<file path="config.mk">
export PLATFORM = sky130hd
export DESIGN_NAME = layer_composer_n
export DESIGN_NICKNAME = d
export VERILOG_FILES = /design/src/rtl/layer_composer_n.sv
export SDC_FILE = /design/constraint.sdc
export NUM_CORES = 1
export LEC_CHECK = 0
export ABC_AREA = 1
export CAP_MARGIN = 20
export CORE_UTILIZATION = 50
export DETAILED_ROUTE_END_ITERATION = 6
export HOLD_SLACK_MARGIN = 0.08
export PLACE_DENSITY_LB_ADDON = 0.12
export SYNTH_ARGS = -nofsm -noshare
export SYNTH_HDL_FRONTEND = slang
export SYNTH_SLANG_ARGS = --single-unit
</file>
<file path="constraint.sdc">
create_clock -name clk -period 2 [get_ports clk]
set_input_delay 0.4 -clock clk [delete_from_list [all_inputs] [get_ports clk]]
set_output_delay 0.4 -clock clk [all_outputs]
set_load 0.02 [all_outputs]
</file>
<file path="src/rtl/layer_composer_n.sv">
// Display composer: merges NUM_LAYERS background line buffers plus one sprite line
// buffer into a registered pixel stream, and owns scaled fetch counters, line IRQ and field tracking.
module layer_composer_n #(
    parameter int NUM_LAYERS = 2,
    parameter int PIX_W      = 8,
    parameter int HW         = 10,
    parameter int VW         = 9,
    parameter int FRAC_W     = 8,
    parameter int FRAC_BITS  = 7,
    parameter int H_ACTIVE   = 640,
    parameter int V_ACTIVE   = 480,
    parameter int ZW         = $clog2(NUM_LAYERS + 1)
) (
    input  logic                        clk,
    input  logic                        rst,
    input  logic                        interlaced,
    input  logic [FRAC_W-1:0]           frac_x_incr,
    input  logic [FRAC_W-1:0]           frac_y_incr,
    input  logic [PIX_W-1:0]            border_color,
    input  logic [HW-1:0]               active_hstart,
    input  logic [HW-1:0]               active_hstop,
    input  logic [VW-1:0]               active_vstart,
    input  logic [VW-1:0]               active_vstop,
    input  logic [VW-1:0]               irqline,
    input  logic [NUM_LAYERS-1:0]       layer_enabled,
    input  logic                        sprites_enabled,
    input  logic [NUM_LAYERS*PIX_W-1:0] layer_lb_rddata,
    input  logic [PIX_W+ZW-1:0]         sprite_lb_rddata,
    input  logic                        display_next_frame,
    input  logic                        display_next_line,
    input  logic                        display_next_pixel,
    input  logic                        display_current_field,
    output logic                        current_field,
    output logic                        line_irq,
    output logic [VW-1:0]               scanline,
    output logic [VW-1:0]               line_idx,
    output logic                        line_render_start,
    output logic [HW-1:0]               lb_rdidx,
    output logic                        sprite_lb_erase_start,
    output logic [PIX_W-1:0]            display_data
);

    localparam int SXW = HW + FRAC_BITS;
    localparam int SYW = VW + FRAC_BITS;
    localparam logic [HW-1:0] H_MAX  = HW'(H_ACTIVE);
    localparam logic [HW-1:0] H_LAST = HW'(H_ACTIVE - 1);
    localparam logic [VW-1:0] V_MAX  = VW'(V_ACTIVE);

    logic [HW:0]        x_cnt_q, x_cnt_d;
    logic [VW:0]        y_cnt_q, y_cnt_d;
    logic [VW:0]        y_prev_q, y_prev_d;
    logic               field_q, field_d;
    logic               line_irq_q, line_r_q, started_q, started_d;
    logic               render_q, render_d, display_active_q;
    logic [SXW-1:0]     sx_q, sx_d;
    logic [SYW-1:0]     sy_q, sy_d;
    logic [PIX_W-1:0]   display_data_q, compose_pix;

    logic [HW-1:0]      x_pos;
    logic               hactive, vactive, irq_hit;
    logic [SXW-1:0]     sx_step;
    logic [SYW-1:0]     sy_step;

    assign x_pos   = x_cnt_q[HW:1];
    assign hactive = (x_pos >= active_hstart) && (x_pos < active_hstop);
    assign vactive = (y_prev_q >= {1'b0, active_vstart}) && (y_prev_q < {1'b0, active_vstop});
    // Interlaced lines advance y by two, so only the line pair is compared.
    assign irq_hit = interlaced ? (y_cnt_q[VW:1] == {1'b0, irqline[VW-1:1]})
                                : (y_cnt_q == {1'b0, irqline});
    assign sx_step = interlaced ? SXW'(frac_x_incr[FRAC_W-1:1]) : SXW'(frac_x_incr);
    assign sy_step = interlaced ? SYW'({frac_y_incr, 1'b0}) : SYW'(frac_y_incr);

    always_comb begin
        x_cnt_d  = x_cnt_q;
        y_cnt_d  = y_cnt_q;
        y_prev_d = y_prev_q;
        field_d  = field_q;
        sx_d     = sx_q;
        sy_d     = sy_q;
        started_d = started_q;
        render_d  = 1'b0;

        if (display_next_line) begin
            x_cnt_d = '0;
            sx_d    = '0;
        end else if (display_next_pixel) begin
            x_cnt_d = x_cnt_q + (interlaced ? (HW+1)'(1) : (HW+1)'(2));
            if (hactive && (sx_q[SXW-1:FRAC_BITS] < H_MAX)) begin
                sx_d = sx_q + sx_step;
            end
        end

        if (display_next_frame) begin
            y_cnt_d  = (interlaced && !display_current_field) ? (VW+1)'(1) : '0;
            y_prev_d = y_cnt_q;
            field_d  = !display_current_field;
        end else if (display_next_line) begin
            y_cnt_d  = y_cnt_q + (interlaced ? (VW+1)'(2) : (VW+1)'(1));
            y_prev_d = y_cnt_q;
        end

        // Vertical scaling runs one cycle after the line strobe, on settled y counters.
        if (display_next_frame) begin
            started_d = 1'b0;
        end else if (line_r_q) begin
            if (!started_q && (y_cnt_q >= {1'b0, active_vstart})) begin
                started_d = 1'b1;
                render_d  = 1'b1;
                sy_d = (interlaced && (field_q ^ active_vstart[0])) ? SYW'(frac_y_incr) : '0;
            end else if (started_q && (sy_q[SYW-1:FRAC_BITS] < V_MAX) && vactive) begin
                render_d = 1'b1;
                sy_d     = sy_q + sy_step;
            end
        end
    end

    logic [PIX_W-1:0] layer_pix [NUM_LAYERS+1];
    logic [ZW-1:0]    sprite_z;
    logic [PIX_W-1:0] sprite_pix;
    logic             sprite_ok;

    assign sprite_z   = sprite_lb_rddata[PIX_W +: ZW];
    assign sprite_pix = sprite_lb_rddata[PIX_W-1:0];
    assign sprite_ok  = sprites_enabled && (sprite_pix != '0);

    // Disabled layers read as transparent; the extra top slot is the sprite-only level.
    genvar gi;
    generate
        for (gi = 0; gi <= NUM_LAYERS; gi++) begin : g_layer
            if (gi < NUM_LAYERS) begin : g_real
                assign layer_pix[gi] = layer_enabled[gi] ? layer_lb_rddata[gi*PIX_W +: PIX_W] : '0;
            end else begin : g_top
                assign layer_pix[gi] = '0;
            end
        end
    endgenerate

    always_comb begin
        compose_pix = '0;
        if (!display_active_q) begin
            compose_pix = border_color;
        end else begin
            for (int k = 0; k <= NUM_LAYERS; k++) begin
                if (sprite_ok && (32'(sprite_z) == 32'(k + 1))) begin
                    compose_pix = sprite_pix;
                end
                if (layer_pix[k] != '0) begin
                    compose_pix = layer_pix[k];
                end
            end
        end
    end

    always_ff @(posedge clk or negedge rst) begin
        if (!rst) begin
            x_cnt_q          <= '0;
            y_cnt_q          <= '0;
            y_prev_q         <= '0;
            field_q          <= 1'b0;
            line_irq_q       <= 1'b0;
            line_r_q         <= 1'b0;
            started_q        <= 1'b0;
            render_q         <= 1'b0;
            display_active_q <= 1'b0;
            sx_q             <= '0;
            sy_q             <= '0;
            display_data_q   <= '0;
        end else begin
            x_cnt_q          <= x_cnt_d;
            y_cnt_q          <= y_cnt_d;
            y_prev_q         <= y_prev_d;
            field_q          <= field_d;
            line_irq_q       <= display_next_line && irq_hit;
            line_r_q         <= display_next_line;
            started_q        <= started_d;
            render_q         <= render_d;
            display_active_q <= hactive && vactive;
            sx_q             <= sx_d;
            sy_q             <= sy_d;
            display_data_q   <= compose_pix;
        end
    end

    assign current_field         = field_q;
    assign line_irq              = line_irq_q;
    assign scanline              = y_prev_q[VW] ? '1 : y_cnt_q[VW-1:0];
    assign line_idx              = sy_q[SYW-1:FRAC_BITS];
    assign line_render_start     = render_q;
    assign lb_rdidx              = sx_q[SXW-1:FRAC_BITS];
    assign sprite_lb_erase_start = (x_cnt_q == {H_LAST, interlaced});
    assign display_data          = display_data_q;

endmodule
</file>
---- Yosys cells after proc, flatten, opt, wreduce, memory -nomap -nowiden ----
Index checks and enable logic that the tools add are counted.
word-level totals
  bits in latches ......................... 0
  memory bits (read-only) ................. 0
  RAM bits ................................ 0
  flip-flop bits (word level) ............. 78
  word-level logic and storage cells ...... 93
  memories kept ........................... 0
  input bits .............................. 107
  output and inout port bits .............. 40
operators by class
  equal/unequal tests ..................... 6
  $mul .................................... 0
  reduce and logical (&&, ||, !) cells .... 28
  bitwise operators ....................... 2
  add/subtract/negate cells ............... 4
  mux-type cells .......................... 34
  divide/modulo/power cells ............... 0
  $lt $le $gt $ge ......................... 7
  shift operators ......................... 0
operators by type and width
  kind                    count
  $mux W8                 10
  $mux W17                3
  $mux W10                4
  $mux W16                2
  $reduce_bool A8 Y1      3
  $mux W11                2
  $ge A10 B9 Y1           2
  $mux W9                 2
  $add A17 B8 Y17         1
  $add A16 B9 Y16         1
  $logic_and A1 B1 Y1     14
  $reduce_bool A2 Y1      6
  $add A11 B2 Y11         1
  $eq A11 B11 Y1          1
  $add A10 B2 Y10         1
  $eq A10 B9 Y1           1
  $ge A10 B10 Y1          1
  $lt A10 B10 Y1          1
  $lt A10 B10 Y1 const B  1
  $lt A10 B9 Y1           1
  $eq A9 B8 Y1            1
  $lt A9 B9 Y1 const B    1
  $mux W1                 9
  $eq A2 B2 Y1 const B    2
  7 further kinds         10

---- Depth between registers and ports, before layout ----
Gate-level depths: netlist of run 1.
  word-level depth ........................ 9
  gate-level depth with buffers ........... 18
  depth with buffers taken out ............ 17

---- Worst setup path after synthesis of run 1 ----
OpenSTA, ideal clock, no wires.
  path type ............................... input-to-reg
  start ................................... input port interlaced
  end ..................................... register sx_q[16]
  data required time ...................... 1.883 ns
  path slack .............................. -0.391 ns
  stages .................................. 17
  setup time .............................. 0.117 ns
  buffers on the path ..................... 2
  arrival time ............................ 2.274 ns
  path through ............................ buf_2 clkbuf_1 nand2_1 nand2_1 ha_1 inv_1 fa_1 inv_1 nand3_1 nand2_1 nand3_1 nand2_1 nand3_1 nand2_1 nor2_1 nand2_1 nand2_1
between the ends
  cells in the longest elaborated chain, start to end .. 5
ends and longest elaborated chain
  element               RTL line  text
  start, declared       16        input logic interlaced,
  $mux W8               70        assign sx_step = interlaced ? SXW'(frac_x_incr[FRAC_W-1:1]) : SXW'(frac_x_incr);
  $add A17 B8 Y17       89        sx_d = sx_q + sx_step;
  $mux W17              88        if (hactive && (sx_q[SXW-1:FRAC_BITS] < H_MAX)) begin
  $mux W17              86        end else if (display_next_pixel) begin
  $mux W17              83        if (display_next_line) begin
  end signal, assigned  165       sx_q <= '0;
  end signal, assigned  178       sx_q <= sx_d;
  end, declared         55        logic [SXW-1:0] sx_q, sx_d;
No other way between the ends. The select of a mux whose other input is x is not followed.
A chain may end at the register's enable or synchronous reset.

---- Worst setup path in the final report of run 1 ----
  start ................................... input port frac_y_incr[5]
  end ..................................... register sy_q[13]
between the ends
  cells in the longest elaborated chain, start to end .. 4
ends and longest elaborated chain
  element               RTL line  text
  start, declared       18        input logic [FRAC_W-1:0] frac_y_incr,
  $mux W9               71        assign sy_step = interlaced ? SYW'({frac_y_incr, 1'b0}) : SYW'(frac_y_incr);
  $add A16 B9 Y16       112       sy_d = sy_q + sy_step;
  $mux W16              110       end else if (started_q && (sy_q[SYW-1:FRAC_BITS] < V_MAX) && vactive) begin
  $mux W16              106       if (!started_q && (y_cnt_q >= {1'b0, active_vstart})) begin
  end signal, assigned  179       sy_q <= sy_d;
  end, declared         56        logic [SYW-1:0] sy_q, sy_d;
No other way between the ends. The select of a mux whose other input is x is not followed.

==> results of run 1 <==
==> cells in the mapped netlist (8+ instances only) <==
cell / count
nor3_1: 9
nand4_1: 17
nand3_1: 86
o21ai_0: 72
a21oi_1: 45
clkbuf_1: 10
nor2_1: 96
dfrtp_1: 78
buf_4: 22
xnor2_1: 8
inv_1: 141
nand2_1: 322
nand3b_1: 11
ha_1: 66
==> state kept, by name, summed over array words and instances, names as in the netlist <==
signal and count:
current_field 1, display_active_q 1, display_data 8, line_irq 1
line_r_q 1, line_render_start 1, started_q 1, sx_q 17
sy_q 16, x_cnt_q 11, y_cnt_q 10, y_prev_q 10
==> stage by stage <==
step           utilization  setup slack (ps)  TNS [ps]  hold WS [ps]  instance area (um^2)
2_1_floorplan            -            -72.31    -346.2         104.4                  7091
3_3_place_gp        0.6894            -781.5    -29710         348.4                  9274
3_5_place_dp        0.6894            -851.4    -33190         346.5                  9274
4_1_cts             0.7213            0.7327         0         478.4                  9703
5_1_grt             0.7971            -122.6     -1433         545.7                 10720
6_report            0.7971            -9.239    -9.239         514.1                 10720
==> report_power, final <==
| part | internal (W) | switching (W) | leakage, nW |
|---|---|---|---|
| sequential | 0.00168 | 0.000107 | 1.04 |
| clock | 0.000901 | 0.000689 | 0.131 |
| combinational | 0.00103 | 0.00102 | 4.40 |
| total | 0.00361 | 0.00182 | 5.57 |
==> logic make-up (layout without fill, tap and decap cells) <==
family,after synthesis,count (layout),share of synthesized area
flip-flops,78,78,0.2786
AO/OA/AOI/OAI,136,136,0.1032
AND/OR/NAND/NOR,569,570,0.3555
buffers and inverters,186,437,0.1171
adder cells (fa/ha/maj),70,70,0.1293
XOR/XNOR,13,13,0.01625
==> per-layer routing <==
layer	share of wire	global-route usage	vias to the layer above
met5	0	0	-
li1	-	-	3891
met3	0.060	0.04292	72
met1	0.40	0.3532	3792
met4	0.031	0.09568	0
met2	0.50	0.4993	317
==> final cells by class <==
class	count	share of cell area
sequential	78	0.1825
timing repair buffer	277	0.2511
clock inverter	3	0.001867
clock buffer	12	0.02392
inverter	145	0.05216
multi-input combinational	789	0.4679
tap	176	0.02054
==> worst paths after layout <==
check / end / slack, ps / cells past startpoint
max in group asynchronous: sy_q[8]$_DFFE_PN0P_ / 920 / 3
min: y_prev_q[8]$_DFFE_PN0P_ / 510 / 2
max: sy_q[13]$_DFFE_PN0P_ / -9 / 15
min reg2reg: y_prev_q[1]$_DFFE_PN0P_ / 520 / 2
max reg2reg: sy_q[14]$_DFFE_PN0P_ / 30 / 15
min in group clk: y_prev_q[1]$_DFFE_PN0P_ / 520 / 2
==> what timing repair did <==
| item | in CTS | in global routing |
|---|---|---|
| endpoints found under the hold margin | 24 | 0 |
| gates resized for setup | 51 | 187 |
| pin swaps | 23 | 72 |
| endpoints found under the setup margin | 52 | 43 |
| hold buffers | 1 | 0 |
| cloned | 2 | 4 |
| buffers inserted | 8 | 22 |
==> worst register-to-register path: cells and delay by family (launching register included) <==
family,cells,cell delay [ps]
DFF,1,370
buffers and inverters,3,220
and+or+nand+nor,9,610
AOI/OAI and AO/OA,1,130
adders and majority gates,2,570
==> flow_summary.ini, run 1 <==
[run_status]
status = finished, violations left
violations = DRC, setup timing

[synthesis]
ys_seq_area_frac = 0.2786
synth_seq_cells = 78
synthCells = 1052
post-synth-top-area-cell = dfrtp_1
synth_fp_nets = 1229
synth_edf_count = 0
synth_ff_type = dfrtp_1
synth_area_leaders = dfrtp_1, nand2_1, ha_1
syn-mean-instance-area_um2 = 6.660
yosys.cell_types.count = 45
ys_warn_count = 0
synthArstFlopShare = 1.000
syn_area_um2 = 7007
synth_top_area_frac = 0.2786

[timing]
maxSlewHeadroom = 0.7264
min_period_ps = 2009
clock_skew_ps = 9.456
max_slew.worst_pin.slew_ps = 406.6
maxSlewViolCount = 0
hold_violations = 0
rsz0062_at_grt = true
max_freq_ghz = 0.4977
setup-violations-final = 1
final.setup.worst_slack_ps = -9.239
post-route-period-util = 1.005

[final_layout]
drive_above_1_share = 0.2538
antenna_cells = 0
area.growth.synth_to_final_pct = 53.04
final_common_cell = nand2_1
ff_latch_area_um2 = 1957
layout_common_cells = nand2_1, inv_1, clkdlybuf4s50_1
stdcell_count = 1480
layout.nets = 1477
multi_input_area_um2 = 5017
n_fill_cell = 969

[routing]
vias = 8072
route.detailed.drc = 1
wl_mm = 22.77
wl_per_cell_um = 15.39
avgViaCountPerCell = 5.454
dr.pass1.iters = 7
ant_nets = 0
drt-initial-drc-count = 549

[clock_network]
cts_buffers = 9
clockBufferDepth = 2
cts_tree = built
htreeDepth = 3
root_buffer = clkbuf_16
cts.sinks = 78
clk_latency_ps = 350
path_clk_slew_ps = 60

[setup_path]
crit_slowest_cell = clkdlybuf4s50_1
timing.rr.start = sy_q[0]$_DFFE_PN0P_
critPathLaunchType = input pin
critPathRequiredTime_ps = 2240
cp-startpoint = frac_y_incr[5]
cp_cell_sequence = clkdlybuf4s50_1, inv_1, o21ai_2, ha_4, nand2_1, inv_1, nand2_1, nor3_1, nand2_1, nand2_1, nand2_1, nand2_1, nor2_1, nand2_1, nand2_1
cpLargestDelayFamily = simple AND/OR/NAND/NOR gates
path_buf_inv = 3
path_class = in2reg
critPathMostFrequentCell = nand2_1
crit_path_max_fanout = 4
cpPeakStageDelay_ps = 480
worstPathArrival_ps = 2250
endpoint_kind = register

[die]
rows = 42
initial_core_util = 0.5208
die_w_um = 120.4
fp.dieH_um = 120.4
io_pins = 147
dieArea_um2 = 14490
core_um2 = 13450

[place]
gp_congestion = 0.9207
placed_cells = 1431
dp_hpwl_mm = 14.83
portBuffers = 146

[global_routing]
track_usage = 0.2838
grt_start_max_net_pins = 28
overflow = 0
antenna_found_initial = 0
grt_first_pass_wirelength_mm = 32.97
grt_pass1_vias = 7298

[run]
maxCapViolCount = 0

[pwr]
p_leak_nw = 5.574
p_total_w = 0.005430
powerDensity_nw_per_um2 = 506.4
vdd_drop_max_v = 0.0004538

[hold_path]
min-delay-path-class = in2async
Power figures use the tool's default switching activity.
==> run 2, diff against run 1 <==
--- a/config.mk
+++ b/config.mk
@@ -7,6 +7,7 @@
 export LEC_CHECK = 0
 export ABC_AREA = 1
 export CAP_MARGIN = 20
+export CORE_MARGIN = 8
 export CORE_UTILIZATION = 50
 export DETAILED_ROUTE_END_ITERATION = 6
 export HOLD_SLACK_MARGIN = 0.08
==> flow_summary.ini, run 2 (same netlist as run 1, synthesis figures left out) <==
[run_status]
status = finished, violations left
violations = setup timing

[setup_path]
worstPathArrival_ps = 2270
r2r_setup_slack_ps = -20
crit_path_max_fanout = 8
cp-startpoint = interlaced
endpoint_kind = register
rr_endpoint = sy_q[14]$_DFFE_PN0P_
path_class = in2reg
rr_worst_depth = 15
timing.rr.start = sy_q[0]$_DFFE_PN0P_
critPathLaunchType = input pin
critPathRequiredTime_ps = 2240
crit_path_end = sy_q[10]$_DFFE_PN0P_

[clock_network]
cts_buffers = 9
htreeDepth = 3
cts.sinks = 78
clk_latency_ps = 350
cts_tree = built
path_clk_slew_ps = 60
root_buffer = clkbuf_16
clockBufferDepth = 2

[pwr]
powerDensity_nw_per_um2 = 536.0
power_frac_seq = 0.303
combPwrFrac = 0.366
p_total_w = 0.005939
power_frac_clock = 0.331
p_int_w = 0.004007
swShare = 0.3254
vdd_drop_max_v = 0.0004960
netSwitchingPower_w = 0.001933
p_leak_nw = 5.801

[final_layout]
top_register = sx_q
final_common_cell = nand2_1
antenna_cells = 0
largest_reg_flops = 17
finish.utilization = 0.8046
drive_above_1_share = 0.2960
layout_common_cells = nand2_1, inv_1, clkdlybuf4s50_1
layout.nets = 1476
top_regs = sx_q (17), sy_q (16), x_cnt_q (11)
area.growth.synth_to_final_pct = 58.16

[routing]
vias = 7999
ant_nets = 0
route.detailed.drc = 0
wl_per_cell_um = 16.32
drt-initial-drc-count = 544
avgViaCountPerCell = 5.390
wl_mm = 24.22
dr.pass1.iters = 5

[die]
core_um2 = 13770
initial_core_util = 0.5087
fp.dieH_um = 134.4
io_pins = 147
rows = 43
die_w_um = 134.4
dieArea_um2 = 18060

[global_routing]
grt_first_pass_wirelength_mm = 33.84
track_usage = 0.2273
overflow = 0
grt_start_max_net_pins = 44
antenna_found_initial = 0
grt_pass1_vias = 7209

[run]
maxCapViolCount = 0

[place]
dp_hpwl_mm = 15.95
portBuffers = 146
gp_congestion = 0.9170

[timing]
holdWs_ps = 465.2
maxSlewViolCount = 0
final.setup.worst_slack_ps = -27.51
rsz0062_at_grt = true
setup-violations-final = 3
min_period_ps = 2028
clock_skew_ps = 7.685
hold_violations = 0
max_slew.worst_pin.slew_ps = 505.3
max_freq_ghz = 0.4932
post-route-period-util = 1.014
maxSlewHeadroom = 0.6600

[hold_path]
min-delay-path-class = in2async
==> run 2: cell count changes in the layout (fill, tap and decap cells not counted), sizes merged <==
cell	previous run	this run
clkinvlp	2	1
nand2	327	328
dlymetal6s2s	15	26
clkdlybuf4s50	117	107
dlygate4sd2	9	8
buf	130	129
bufinv	0	3
clkbuf	16	15
clkdlybuf4s15	1	0
==> run 2: timing repair <==
item / 4_1_cts / 5_1_grt
hold buffers: 1 / 0
pin swaps: 16 / 114
setup endpoints to repair: 50 / 46
buffers inserted: 8 / 25
hold endpoints to repair: 15 / 0
gates cloned: 2 / 4
gates resized for setup: 54 / 270
==> run 2: how the worst min path moves through the flow <==
stage / start / endpoint / cells after the start
2_1_floorplan: rst / current_field$_DFFE_PN0P_ / 0
3_3_place_gp: rst / y_prev_q[6]$_DFFE_PN0P_ / 1
6_report: rst / y_prev_q[6]$_DFFE_PN0P_ / 2
3_5_place_dp: rst / y_prev_q[6]$_DFFE_PN0P_ / 1
4_1_cts: rst / y_prev_q[4]$_DFFE_PN0P_ / 2
5_1_grt: rst / y_prev_q[6]$_DFFE_PN0P_ / 2
==> run 2: layer usage <==
layer / routed length [um] / global-route usage
met1: 9829 / 0.2802
met2: 12190 / 0.3904
met3: 1334 / 0.03590
met4: 867 / 0.08422
met5: 0 / 0
==> run 2: area by class of cell <==
| type | instances | area (um^2) |
|---|---|---|
| Clock buffer | 11 | 242.7 |
| Clock inverter | 5 | 106.4 |
| Fill cell | 903 | 2691 |
| Inverter | 145 | 559.3 |
| Multi-Input combinational cell | 790 | 5295 |
| Sequential cell | 78 | 1956 |
| Tap cell | 180 | 225.2 |
| Timing Repair Buffer | 275 | 2698 |
==> run 2: through the flow <==
step           TNS [ps]  cell area (um^2)  worst slack (ps)  std cells
6_report         -55.61             11080            -27.51       1484
5_1_grt           -2347             11080            -171.9       1484
4_1_cts               0              9779             2.263       1457
3_5_place_dp     -30540              9249            -809.3       1431
3_3_place_gp     -27900              9249            -775.9       1431
2_1_floorplan    -346.2              7091            -72.31       1052
==> run 2: power by group through the flow <==
| stage | Combinational [W] | Sequential [W] | Clock [W] |
|---|---|---|---|
| finish | 0.00217 | 0.00180 | 0.00197 |
| global route | 0.00236 | 0.00181 | 0.00205 |
| CTS | 0.00176 | 0.00176 | 0.00198 |
| detailed placement | 0.00170 | 0.00179 | 0 |
| global placement | 0.00166 | 0.00179 | 0 |
| floorplan | 0.000921 | 0.00178 | 0 |
==> run 2: critical path: stages <==
cell and delay, ps:
buf_12 100, buf_12 140, clkinv_8 60, buf_4 130, nand2_1 70, o21ai_2 80, ha_4 290, buf_4 110
nand2_2 70, o21ai_0 300, nand2_1 150, nand3_1 100, nand2_1 50, nand2_1 70, nor2_2 40, nand2_2 50
nand2_1 50
==> run 3, diff against run 2 <==
--- a/config.mk
+++ b/config.mk
@@ -6,6 +6,7 @@
 export NUM_CORES = 1
 export LEC_CHECK = 0
 export ABC_AREA = 1
+export ABC_CLOCK_PERIOD_IN_PS = 2000
 export CAP_MARGIN = 20
 export CORE_MARGIN = 8
 export CORE_UTILIZATION = 50
==> results of run 3 <==
No change in the layout: final DEF, timing and power equal those of run 2.
